### config.mk
export PLATFORM = sky130hd
export DESIGN_NAME = ad9361_axis_pktzr_flat
export DESIGN_NICKNAME = d
export VERILOG_FILES = /design/src/rtl/ad9361_axis_pktzr_if.sv /design/src/rtl/ad9361_axis_pktzr.sv /design/src/flat_wrapper.sv
export SDC_FILE = /design/constraint.sdc
export NUM_CORES = 1
export LEC_CHECK = 0
export ABC_CLOCK_PERIOD_IN_PS = 5870
export BUFFER_PORTS_ARGS = -buffer_cell sky130_fd_sc_hd__buf_2
export CAP_MARGIN = 20
export CORE_MARGIN = 10
export CORE_UTILIZATION = 40
export CTS_CLUSTER_DIAMETER = 40
export CTS_CLUSTER_SIZE = 16
export DETAILED_ROUTE_END_ITERATION = 10
export HOLD_SLACK_MARGIN = 0.12
export PLACE_DENSITY = 0.69
export RECOVER_POWER = 25
export SLEW_MARGIN = 20
export SYNTH_ARGS = -nofsm -noshare
export SYNTH_HDL_FRONTEND = slang
export SYNTH_SLANG_ARGS = --single-unit
### constraint.sdc
create_clock -name clk -period 5.87 [get_ports clk]
set_clock_uncertainty 0.15 [all_clocks]
set_input_delay 1.174 -clock clk [delete_from_list [all_inputs] [get_ports clk]]
set_output_delay 1.174 -clock clk [all_outputs]
set_load 0.1 [all_outputs]
### src/rtl/ad9361_axis_pktzr_if.sv
// ad9361_axis_pktzr_if: 128-bit AXI-stream bundle used by the packetizer.
//   master : drives tvalid/tdata/tlast, samples tready (packet output side)
//   slave  : samples tvalid/tdata, drives tready (sample input side; the
//            upstream sample stream carries no framing, so tlast is not part
//            of the slave view)
interface ad9361_axis_pktzr_if #(
    parameter int DATA_W = 128
);
    logic              tvalid;
    logic              tready;
    logic              tlast;
    logic [DATA_W-1:0] tdata;

    modport master (output tvalid, output tdata, output tlast, input tready);
    modport slave  (input tvalid, input tdata, output tready);
endinterface

### src/rtl/ad9361_axis_pktzr.sv
// ad9361_axis_pktzr: packetizer for the dual-AD9361 serializer sample stream.
// Emits one header beat {SYNC_WORD, seq, timestamp} followed by PKT_BEATS
// payload beats passed straight through from the upstream stream.
//
// Ports
//   clk        stream clock (serializer output clock)
//   rst        asynchronous, active-high reset
//   s_axis     upstream 128-bit sample stream (slave view)
//   m_axis     packet stream toward the DMA/host link (master view)
//   pkt_count  completed packets, equal to the current sequence number
//
// Build option
//   AD9361_PKTZR_TRAILER_EN  appends a trailer beat carrying the XOR of the
//                            packet's payload beats; tlast moves to the trailer.
module ad9361_axis_pktzr #(
    parameter int unsigned PKT_BEATS = 64,
    parameter logic [31:0] SYNC_WORD = 32'hA5A5_5A5A
) (
    input  logic                       clk,
    input  logic                       rst,
    ad9361_axis_pktzr_if.slave         s_axis,
    ad9361_axis_pktzr_if.master        m_axis,
    output logic [31:0]                pkt_count
);
    localparam logic [1:0] IDLE = 2'd0;
    localparam logic [1:0] HDR  = 2'd1;
    localparam logic [1:0] PAY  = 2'd2;
`ifdef AD9361_PKTZR_TRAILER_EN
    localparam logic [1:0] TRL  = 2'd3;
`endif
    localparam logic [15:0] LAST_BEAT = 16'(PKT_BEATS - 1);

    logic [1:0]  state_q, state_d;
    logic [63:0] ts_cnt_q, ts_cnt_d;
    logic [63:0] ts_lat_q, ts_lat_d;
    logic [31:0] seq_q, seq_d;
    logic [15:0] beat_cnt_q, beat_cnt_d;
`ifdef AD9361_PKTZR_TRAILER_EN
    logic [127:0] acc_q, acc_d;
`endif

    assign pkt_count = seq_q;

    always_comb begin
        state_d       = state_q;
        ts_cnt_d      = ts_cnt_q + 64'd1;
        ts_lat_d      = ts_lat_q;
        seq_d         = seq_q;
        beat_cnt_d    = beat_cnt_q;
        s_axis.tready = 1'b0;
        m_axis.tvalid = 1'b0;
        m_axis.tlast  = 1'b0;
        m_axis.tdata  = '0;
`ifdef AD9361_PKTZR_TRAILER_EN
        acc_d         = acc_q;
`endif
        case (state_q)
            IDLE: begin
                // Upstream is held off here; its first valid only starts a packet.
                if (s_axis.tvalid) begin
                    ts_lat_d = ts_cnt_q;
                    state_d  = HDR;
                end
            end
            HDR: begin
                m_axis.tvalid = 1'b1;
                m_axis.tdata  = {SYNC_WORD, seq_q, ts_lat_q};
`ifdef AD9361_PKTZR_TRAILER_EN
                acc_d         = '0;
`endif
                if (m_axis.tready) begin
                    beat_cnt_d = '0;
                    state_d    = PAY;
                end
            end
            PAY: begin
                // Zero-latency pass-through: handshake is simply forwarded.
                m_axis.tvalid = s_axis.tvalid;
                s_axis.tready = m_axis.tready;
                m_axis.tdata  = s_axis.tdata;
`ifndef AD9361_PKTZR_TRAILER_EN
                m_axis.tlast  = (beat_cnt_q == LAST_BEAT);
`endif
                if (s_axis.tvalid && m_axis.tready) begin
                    beat_cnt_d = beat_cnt_q + 16'd1;
`ifdef AD9361_PKTZR_TRAILER_EN
                    acc_d      = acc_q ^ s_axis.tdata;
                    if (beat_cnt_q == LAST_BEAT) state_d = TRL;
`else
                    if (beat_cnt_q == LAST_BEAT) begin
                        seq_d   = seq_q + 32'd1;
                        state_d = IDLE;
                    end
`endif
                end
            end
`ifdef AD9361_PKTZR_TRAILER_EN
            TRL: begin
                m_axis.tvalid = 1'b1;
                m_axis.tlast  = 1'b1;
                m_axis.tdata  = acc_q;
                if (m_axis.tready) begin
                    seq_d   = seq_q + 32'd1;
                    state_d = IDLE;
                end
            end
`endif
            default: state_d = IDLE;
        endcase
    end

    always_ff @(posedge clk or posedge rst) begin
        if (rst) begin
            state_q    <= IDLE;
            ts_cnt_q   <= '0;
            ts_lat_q   <= '0;
            seq_q      <= '0;
            beat_cnt_q <= '0;
`ifdef AD9361_PKTZR_TRAILER_EN
            acc_q      <= '0;
`endif
        end else begin
            state_q    <= state_d;
            ts_cnt_q   <= ts_cnt_d;
            ts_lat_q   <= ts_lat_d;
            seq_q      <= seq_d;
            beat_cnt_q <= beat_cnt_d;
`ifdef AD9361_PKTZR_TRAILER_EN
            acc_q      <= acc_d;
`endif
        end
    end
endmodule

### src/flat_wrapper.sv
// flat-port wrapper written by rule: the top's interface ports become plain ports
module ad9361_axis_pktzr_flat 
#(
    parameter int unsigned PKT_BEATS = 64,
    parameter logic [31:0] SYNC_WORD = 32'hA5A5_5A5A
)
  (clk, rst, pkt_count, s_axis_tvalid, s_axis_tdata, s_axis_tready, m_axis_tvalid, m_axis_tdata, m_axis_tlast, m_axis_tready);
  ad9361_axis_pktzr_if s_axis_i ();
  ad9361_axis_pktzr_if m_axis_i ();
  input  logic clk;
  input  logic rst;
  output logic [31:0] pkt_count;
  input wire logic [$bits(s_axis_i.tvalid)-1:0] s_axis_tvalid;
  input wire logic [$bits(s_axis_i.tdata)-1:0] s_axis_tdata;
  output wire logic [$bits(s_axis_i.tready)-1:0] s_axis_tready;
  output wire logic [$bits(m_axis_i.tvalid)-1:0] m_axis_tvalid;
  output wire logic [$bits(m_axis_i.tdata)-1:0] m_axis_tdata;
  output wire logic [$bits(m_axis_i.tlast)-1:0] m_axis_tlast;
  input wire logic [$bits(m_axis_i.tready)-1:0] m_axis_tready;
  assign s_axis_i.tvalid = s_axis_tvalid;
  assign s_axis_i.tdata = s_axis_tdata;
  assign s_axis_tready = s_axis_i.tready;
  assign m_axis_tvalid = m_axis_i.tvalid;
  assign m_axis_tdata = m_axis_i.tdata;
  assign m_axis_tlast = m_axis_i.tlast;
  assign m_axis_i.tready = m_axis_tready;
  ad9361_axis_pktzr #(.PKT_BEATS(PKT_BEATS), .SYNC_WORD(SYNC_WORD)) u_core (.clk(clk), .rst(rst), .s_axis(s_axis_i), .m_axis(m_axis_i), .pkt_count(pkt_count));
endmodule
==> results.md, run 1 <==
* Layout Nets at 1354
* Worst Path Max Fanout at 67
* Relative slew slack at 4.19%
* Slew @ Worst Pin at 1.42 ns
* Cts bufs inserted at 17
* Critical Path Max Stage Delay at 0.64 ns
* CTS tree: built
* Syn nets at 1090
* Crit path setup slack, layout at 1.46 ns
* RSZ-0062 raised after global routing: false
* WL met3 at 1.68 mm
* # setup viols final at 0
* I/O pin cnt at 295
* CP bufs+invs at 3
* Unique masters post-synth at 46
* Setup CP Type: reg2out
* Max cap viols at 0
* Max Buffers Root-to-Sink at 2
* Die height at 175 um
* Synth area leaders: dfrtp_1 47%, a22oi_1 7.5%, mux2_2 6.4%
* Clock Sink Count at 178
* Outcome: finished, final reports clean
* Clk_lat worst skew at 0.43 ns
* Largest net degree at the start of global routing at 179
* Post-Syn Instances at 951
* Total Routing Usage GR at 17.0%
* Dpl ws at 1.72 ns
* Vias at 8040
* Placed Cells at 1515
* Vias in the first global route at 8044
* Core Area at 0.0235 sq mm
* # port buffers at 294
* Cell area after layout at 0.0118 sq mm
* CP top delay family: buffers and inverters
* Hold Buf Count CTS at 0
* Number of gates resized after cts at 0
* Total gr overflow at 0
* Ys Warns at 0
* Final Hold Vio Count at 0
* CP cell instances: inv_1 -> ha_4 -> buf_4 -> a22oi_1 -> nor2b_1 -> buf_2
* Netlist Area Pre-Place at 0.00956 sq mm
* CTS Root Cell: clkbuf_16
* Setup_tns at 0 ns
* Maximum vdd ir drop at 0.264 mV
* WP data arrival at 3.09 ns
* Final Critical Period at 4.41 ns
* Pwr Density at 445 mW/mm^2
* Post-route ant nets at 0
* Synth top area share at 46.6%
* Antenna cells at 0
* Avg Cell Area, Syn at 10.1 sq um
* Share of cells above drive strength 1 at 33.6%
* Die area at 0.0305 sq mm
* DR WL/cell at 17.1 um
* Area delta synth->final at 23.8%
* Die width at 175 um
* Via density at 5.20
* Drc violations at 0
* Finished Layout Cells at 1547
* Drt total wl at 26.5 mm
* Tcrit/Tclk final at 75.2%
* Hold WS at 0.324 ns
* Required @ worst endpoint at 4.55 ns
* Max Clk Rate at 227 MHz
* Met2 WL post-DR at 12.7 mm
* Global-route wire length before repair at 43.3 mm
* Register bit total from synthesis at 178
* DP Wirelength at 19.0 mm
* WL met1 at 11.9 mm
* RD Place Congestion at 0.835
* Uppermost layer routed: met4
* Crit path launch type: flop
* Initial DRT Pass Iterations at 5
* Critical Path Sink Type: primary output
* H-tree depth at 4
* Clock Pin Slew Worst Setup and Hold Paths at 0.07 ns
* Synth area leader: dfrtp_1
* Post-synthesis sequential area ratio at 46.6%
* Starting density of the core at 40.7%
* DRT iter0 DRCs at 467
* CP max-delay cell: buf_4
* Type of the most critical hold path: reg2reg
* Row count at 56
* Dpl cell area at 0.0113 sq mm
* Initial antenna violation count at 0
* Final slew viol count at 0
* Post-CTS setup buffer count at 0
* P_leak at 0.00567 uW
-- through the flow --
stage	utilization, %	total power [uW]
2_1_floorplan	-	3700
3_3_place_gp	48.0	4150
3_5_place_dp	48.0	4170
4_1_cts	50.6	5310
5_1_grt	50.4	5500
6_report	50.4	5260
-- flip-flops by register name, summed over array words and instances (netlist names) --
| register | flops |
|---|---|
| u_core.beat_cnt_q | 16 |
| u_core.pkt_count | 32 |
| u_core.state_q | 2 |
| u_core.ts_cnt_q | 64 |
| u_core.ts_lat_q | 64 |
-- layout by cell type, fill, tap and decap left out, drive strengths merged, types with 30 or more instances in the layout --
cell type,synthesis,routed
buf,12,300
dfrtp,178,178
nor2b,97,97
a22oi,96,96
nor2,79,79
xnor2,70,70
nand2,57,57
mux2,54,54
nand3,45,45
nand4,36,36
inv,25,31
xor2,30,30
-- kinds of logic (layout without fill, tap and decap cells) --
kind of cell             after synthesis  in the layout  share of synthesized area [%]
AO/OA/AOI/OAI                        133            133                           9.74
XOR/XNOR                             100            100                           9.24
adder cells (fa/ha/maj)                7              7                          0.916
buffers and inverters                 80            357                           3.64
flip-flops                           178            178                           46.6
multiplexers                          55             55                           6.46
AND/OR/NAND/NOR                      398            398                           23.4
-- path summary, 6_finish.rpt --
path                                startpoint              endpoint  slack (ns)  depth (start not counted)
max reg2reg                  u_core.state_q[0]  u_core.pkt_count[30]        1.77                          8
min in group asynchronous                  rst    u_core.ts_lat_q[8]        0.90                          3
max                          u_core.state_q[1]      m_axis_tdata[59]        1.46                          6
max in group asynchronous                  rst   u_core.ts_cnt_q[44]        3.99                          3
min                        u_core.ts_cnt_q[63]   u_core.ts_cnt_q[63]        0.32                          1
min reg2reg                u_core.ts_cnt_q[63]   u_core.ts_cnt_q[63]        0.32                          1
-- routing by layer --
layer  up-vias  GRT usage (%)
met5         -              0
met4         0           3.78
met3        18           4.66
met2       269           28.0
met1      3891           21.9
li1       3862              -
-- final cells by class --
class                           count  area, sq um
Clock buffer                       17          425
Inverter                           25         95.1
Tap cell                          319          399
Clock inverter                     15          168
Sequential cell                   178         4450
Multi-Input combinational cell    693         4760
Fill cell                        2175        11600
Timing Repair Buffer              300         1530
-- cell usage after synthesis, drive strengths merged --
cell type  count
and4           6
a22oi         96
or3b           1
nand4         36
a31o           1
nor4          20
mux2          54
o21ai         20
nand3         45
buf           12
o21bai         1
nand2         57
inv           25
dfrtp        178
xor2          30
and3           8
a22o           1
nor2          79
ha             7
or2            3
xnor2         70
nor3          21
clkbuf        43
a21o           1
o22ai          2
or3            3
a31oi          2
a21oi          6
nor4b          2
and2          20
o31ai          3
mux2i          1
nor2b         97
-- power by group --
| group | leakage, uW | switching, uW | internal, uW |
|---|---|---|---|
| Sequential | 0.00245 | 28.4 | 1260 |
| Combinational | 0.00293 | 2270 | 577 |
| Clock | 0.000289 | 531 | 606 |
Power figures use the tool's default switching activity.
==> run 2: changes to the inputs <==
--- a/config.mk
+++ b/config.mk
@@ -5,7 +5,7 @@
 export SDC_FILE = /design/constraint.sdc
 export NUM_CORES = 1
 export LEC_CHECK = 0
-export ABC_CLOCK_PERIOD_IN_PS = 5870
+export ABC_CLOCK_PERIOD_IN_PS = 4100
 export BUFFER_PORTS_ARGS = -buffer_cell sky130_fd_sc_hd__buf_2
 export CAP_MARGIN = 20
 export CORE_MARGIN = 10
@@ -14,7 +14,7 @@
 export CTS_CLUSTER_SIZE = 16
 export DETAILED_ROUTE_END_ITERATION = 10
 export HOLD_SLACK_MARGIN = 0.12
-export PLACE_DENSITY = 0.69
+export PLACE_DENSITY = 0.67
 export RECOVER_POWER = 25
 export SLEW_MARGIN = 20
 export SYNTH_ARGS = -nofsm -noshare
==> constraint.sdc (replaced) <==
create_clock -name clk -period 4.1 [get_ports clk]
set_clock_uncertainty 0.15 [all_clocks]
set_input_delay 0.82 -clock clk [delete_from_list [all_inputs] [get_ports clk]]
set_output_delay 0.82 -clock clk [all_outputs]
set_load 0.1 [all_outputs]
==> results.md, run 2 (synthesized netlist as in run 1, its figures left out) <==
* Outcome: complete, but fails checks
* Failing checks: max-capacitance violations, max-slew violations
* Sw frac at 54.2%
* Via density at 5.17
* Initial antenna violation count at 2
* CP max-delay cell: ha_4
* Largest net degree at the start of global routing at 99
* Dpl cell area at 0.0113 sq mm
* Type of the most critical hold path: reg2reg
* Core Area at 0.0235 sq mm
* Sw Pwr at 4120 uW
* Post-CTS setup buffer count at 0
* Drc violations at 0
* Crit path launch type: flop
* Slew @ Worst Pin at 1.64 ns
* DP Wirelength at 20.6 mm
* Critical Path Max Stage Delay at 0.61 ns
* CTS tree: built
* CTS Root Cell: clkbuf_16
* Clock Sink Count at 178
* Reg power frac at 24.1%
* Setup CP Type: reg2out
* Cell area after layout at 0.0119 sq mm
* Relative slew slack at -9.41%
* Final slew viol count at 31
* Max Buffers Root-to-Sink at 2
* Clock Pin Slew Worst Setup and Hold Paths at 0.08 ns
* Required @ worst endpoint at 3.13 ns
* Vias in the first global route at 8035
* Share of cells above drive strength 1 at 34.0%
* Die area at 0.0305 sq mm
* H-tree depth at 4
* Layout Nets at 1361
* Worst Path Max Fanout at 66
* FF/Latch Area at 0.00445 sq mm
* CP cell instances: inv_1 -> ha_4 -> buf_4 -> a22oi_1 -> nor2b_1 -> buf_2
* # setup viols final at 0
* Vias at 8036
* Finished Layout Cells at 1555
* Hold WS at 0.319 ns
* Setup_tns at 0 ns
* Critical Path Sink Type: primary output
* Comb pwr share at 54.3%
* Initial DRT Pass Iterations at 5
* DRT iter0 DRCs at 516
* Max Clk Rate at 269 MHz
* RD Place Congestion at 0.837
* Tcrit/Tclk final at 90.7%
* I/O pin cnt at 295
* Final Critical Period at 3.72 ns
* DR WL/cell at 17.7 um
* Total Routing Usage GR at 17.4%
* Filler instances at 2126
* Area of the multi-input gates at 0.00479 sq mm
* Clk_lat worst skew at 0.43 ns
* Most frequent cells in the layout: 294 x buf_2, 178 x dfrtp_1, 97 x nor2b_1
* Hold Buf Count CTS at 0
* Cts bufs inserted at 17
* Max cap viols at 1
* Number of gates resized after cts at 0
* Starting density of the core at 40.7%
* Drt total wl at 27.5 mm
* # port buffers at 294
* Maximum vdd ir drop at 0.462 mV
* Int Power at 3480 uW
* P_leak at 0.00574 uW
* Die height at 175 um
* Die width at 175 um
* Final core utilization at 50.9%
* Pwr Density at 637 mW/mm^2
* WP data arrival at 2.75 ns
* Post-route ant nets at 0
* Clock share of power at 21.6%
* Placed Cells at 1522
* Row count at 56
* RSZ-0062 raised after global routing: false
* Final Hold Vio Count at 0
* Global-route wire length before repair at 43.5 mm
* Commonest non-fill, non-tap cell in the layout: buf_2
* Total gr overflow at 0
* Area delta synth->final at 24.9%
## run 2: per-stage QoR
step	worst slack [ns]	total power (uW)
after CTS	0.356	7670
after global routing	0.176	7910
final	0.381	7600
after detailed placement	0.829	6030
after global placement	0.858	5990
after floorplan	0.270	5300
## run 2: power groups by stage
stage,Sequential (uW),Clock (uW),Combinational (uW)
global route,1840,1740,4330
global placement,1860,0,4130
CTS,1830,1690,4160
detailed placement,1860,0,4160
finish,1830,1650,4130
floorplan,1850,0,3450
## run 2: path summary, 6_finish.rpt
path                                      from  cells after the start              endpoint  slack [ns]
min in group asynchronous                  rst                      2   u_core.ts_lat_q[10]        0.53
min reg2reg                u_core.ts_cnt_q[63]                      1   u_core.ts_cnt_q[63]        0.32
max reg2reg                  u_core.state_q[0]                      7   u_core.pkt_count[7]        0.84
min                        u_core.ts_cnt_q[63]                      1   u_core.ts_cnt_q[63]        0.32
max in group asynchronous                  rst                      3  u_core.pkt_count[27]        1.20
max                          u_core.state_q[0]                      6       m_axis_tdata[9]        0.38
## run 2: metal layers
metal  track usage, %  part of all wire [%]
met4             5.65                   2.1
met1             21.0                    43
met5                0                     0
met2             29.7                    48
met3             4.25                   6.6
## run 2: area by class of cell
cell class | instances | share of cell area, %
clock inverters | 15 | 1.54
clock buffers | 17 | 3.56
flip-flops and latches | 178 | 37.3
multi-input cells | 693 | 40.2
well taps | 319 | 3.34
inverters | 25 | 0.796
diodes | 1 | 0.0210
repair buffers | 307 | 13.3
## run 2: worst max-delay path: cells and delay by family, from the launching register on
kind            cells  cell delay, ns
compound gates      1            0.15
fa+ha+maj           1            0.61
buf+inv             3            0.99
flops               1            0.41
simple gates        1            0.15
==> run 3: changes to the inputs <==
--- a/config.mk
+++ b/config.mk
@@ -5,9 +5,8 @@
 export SDC_FILE = /design/constraint.sdc
 export NUM_CORES = 1
 export LEC_CHECK = 0
-export ABC_CLOCK_PERIOD_IN_PS = 4100
+export ABC_CLOCK_PERIOD_IN_PS = 4200
 export BUFFER_PORTS_ARGS = -buffer_cell sky130_fd_sc_hd__buf_2
-export CAP_MARGIN = 20
 export CORE_MARGIN = 10
 export CORE_UTILIZATION = 40
 export CTS_CLUSTER_DIAMETER = 40
==> constraint.sdc (replaced) <==
create_clock -name clk -period 4.2 [get_ports clk]
set_clock_uncertainty 0.15 [all_clocks]
set_input_delay 0.42 -clock clk [delete_from_list [all_inputs] [get_ports clk]]
set_output_delay 0.42 -clock clk [all_outputs]
set_load 0.1 [all_outputs]
==> results.md, run 3 (synthesized netlist as in run 1, its figures left out) <==
* Row count at 56
* Required @ worst endpoint at 4.40 ns
* Relative slew slack at 0.396%
* Most frequent cells in the layout: 286 x buf_2, 178 x dfrtp_1, 97 x nor2b_1
* Area of the multi-input gates at 0.00476 sq mm
* Worst Path Max Fanout at 8
* Hold path depth at 3
* Die area at 0.0305 sq mm
* Share of cells above drive strength 1 at 33.2%
* I/O pin cnt at 295
* RSZ-0062 raised after global routing: false
* Total gr overflow at 0
* Core Area at 0.0235 sq mm
* Layout Nets at 1359
* DRT iter0 DRCs at 468
* Post-route ant nets at 0
* Final Critical Period at 3.43 ns
* RD Place Congestion at 0.832
* Setup CP Type: reg2reg
* Crit path launch type: flop
* Filler instances at 2155
* Via density at 5.21
* Final Hold Vio Count at 0
* Slew @ Worst Pin at 1.48 ns
* H-tree depth at 4
* Drt total wl at 27.9 mm
* # setup viols final at 0
* Clock Sink Count at 178
* Clock Pin Slew Worst Setup and Hold Paths at 0.07 ns
* Global-route wire length before repair at 44.9 mm
* Failing checks: max-capacitance violations
* # port buffers at 294
* FF/Latch Area at 0.00445 sq mm
* Outcome: complete, but fails checks
* Drc violations at 0
* Max cap viols at 1
* Max Clk Rate at 291 MHz
* Area delta synth->final at 24.1%
* Total power at 7390 uW
* CTS tree: built
* CTS Root Cell: clkbuf_16
* P_leak at 0.00566 uW
* Reg2reg path depth at 6
* Tcrit/Tclk final at 81.7%
* Initial antenna violation count at 1
* Antenna cells at 0
* Commonest non-fill, non-tap cell in the layout: buf_2
* Critical Path Sink Type: flop
* Cts bufs inserted at 17
* Die width at 175 um
* Total Routing Usage GR at 17.9%
* DP Wirelength at 20.5 mm
* Crit path setup slack, layout at 0.768 ns
* Post-CTS setup buffer count at 0
* Initial DRT Pass Iterations at 5
* CP max-delay cell: nor4_1
* CP cell instances: ha_1 -> nand3_1 -> nor4_1 -> nand4_1 -> nor3_1 -> xor2_1
* Vias at 8084
* Pwr Density at 623 mW/mm^2
* Critical Path Max Stage Delay at 1.17 ns
* Dpl ws at 1.25 ns
* Largest net degree at the start of global routing at 105
* WP data arrival at 3.63 ns
* DR WL/cell at 18.0 um
* Setup_tns at 0 ns
* Die height at 175 um
* Maximum vdd ir drop at 0.471 mV
* Max Buffers Root-to-Sink at 2
* Starting density of the core at 40.7%
* Final slew viol count at 0
* Type of the most critical hold path: in2reg
* Vias in the first global route at 8164
* Clk_lat worst skew at 0.43 ns
run 3: cell count changes in the layout (fill, tap and decap cells not counted), moves of 2 or more:
| cell | previous run | this run |
|---|---|---|
| clkinv_8 | 5 | 2 |
| clkbuf_1 | 2 | 8 |
| clkinv_2 | 0 | 2 |
| buf_2 | 294 | 286 |
| nor4_1 | 14 | 16 |
| nor4_4 | 4 | 2 |
run 3: what timing repair did:
item                      in CTS  in global routing
resized for setup              0                  0
hold endpoints to repair      29                  0
hold buffers                   1                  0
run 3: worst paths after layout:
path	start	end	slack [ns]
hold reg to reg	u_core.ts_cnt_q[63]	u_core.ts_cnt_q[63]	0.33
setup / recovery	u_core.ts_cnt_q[0]	u_core.ts_cnt_q[58]	0.77
setup reg to reg	u_core.ts_cnt_q[0]	u_core.ts_cnt_q[58]	0.77
hold / removal	m_axis_tready	u_core.beat_cnt_q[14]	0.24
min in group asynchronous	rst	u_core.ts_cnt_q[0]	0.68
max in group asynchronous	rst	u_core.ts_cnt_q[49]	1.17
run 3: where the power goes:
group	total (uW)	leakage [uW]	switching [uW]	internal (uW)
logic	4010	0.00292	3190	820
clock network	1590	0.000289	747	846
registers	1790	0.00245	34.2	1750
run 3: area by class of cell:
type | instances | area share (%)
Multi-Input combinational cell | 693 | 40.2
Sequential cell | 178 | 37.6
Timing Repair Buffer | 305 | 13.1
Clock buffer | 17 | 3.59
Tap cell | 319 | 3.36
Clock inverter | 15 | 1.38
Inverter | 25 | 0.802
run 3: per-layer routing:
layer	part of all wire (%)	GRT usage, %	vias up
met1	44	22.4	3896
met2	48	30.3	298
met3	6.7	4.31	19
met4	1.1	4.73	0
li1	-	-	3871
met5	0	0	-
run 3: stage by stage:
stage                     util (%)  hold slack [ns]  cell area (sq um)  instances
after floorplan                  -            0.291               9570        951
after global placement        48.2            0.311              11300       1519
after detailed placement      48.2            0.319              11300       1519
after CTS                     50.8            0.213              11900       1552
after global routing          50.5            0.240              11900       1552
final                         50.5            0.238              11900       1552
run 3: critical path, delay by kind of cell (launching register included):
kind / cells / cell delay (ns)
XOR/XNOR: 1 / 0.16
AND/OR/NAND/NOR: 4 / 2.42
flip-flops: 1 / 0.41
adder cells (fa/ha/maj): 1 / 0.20
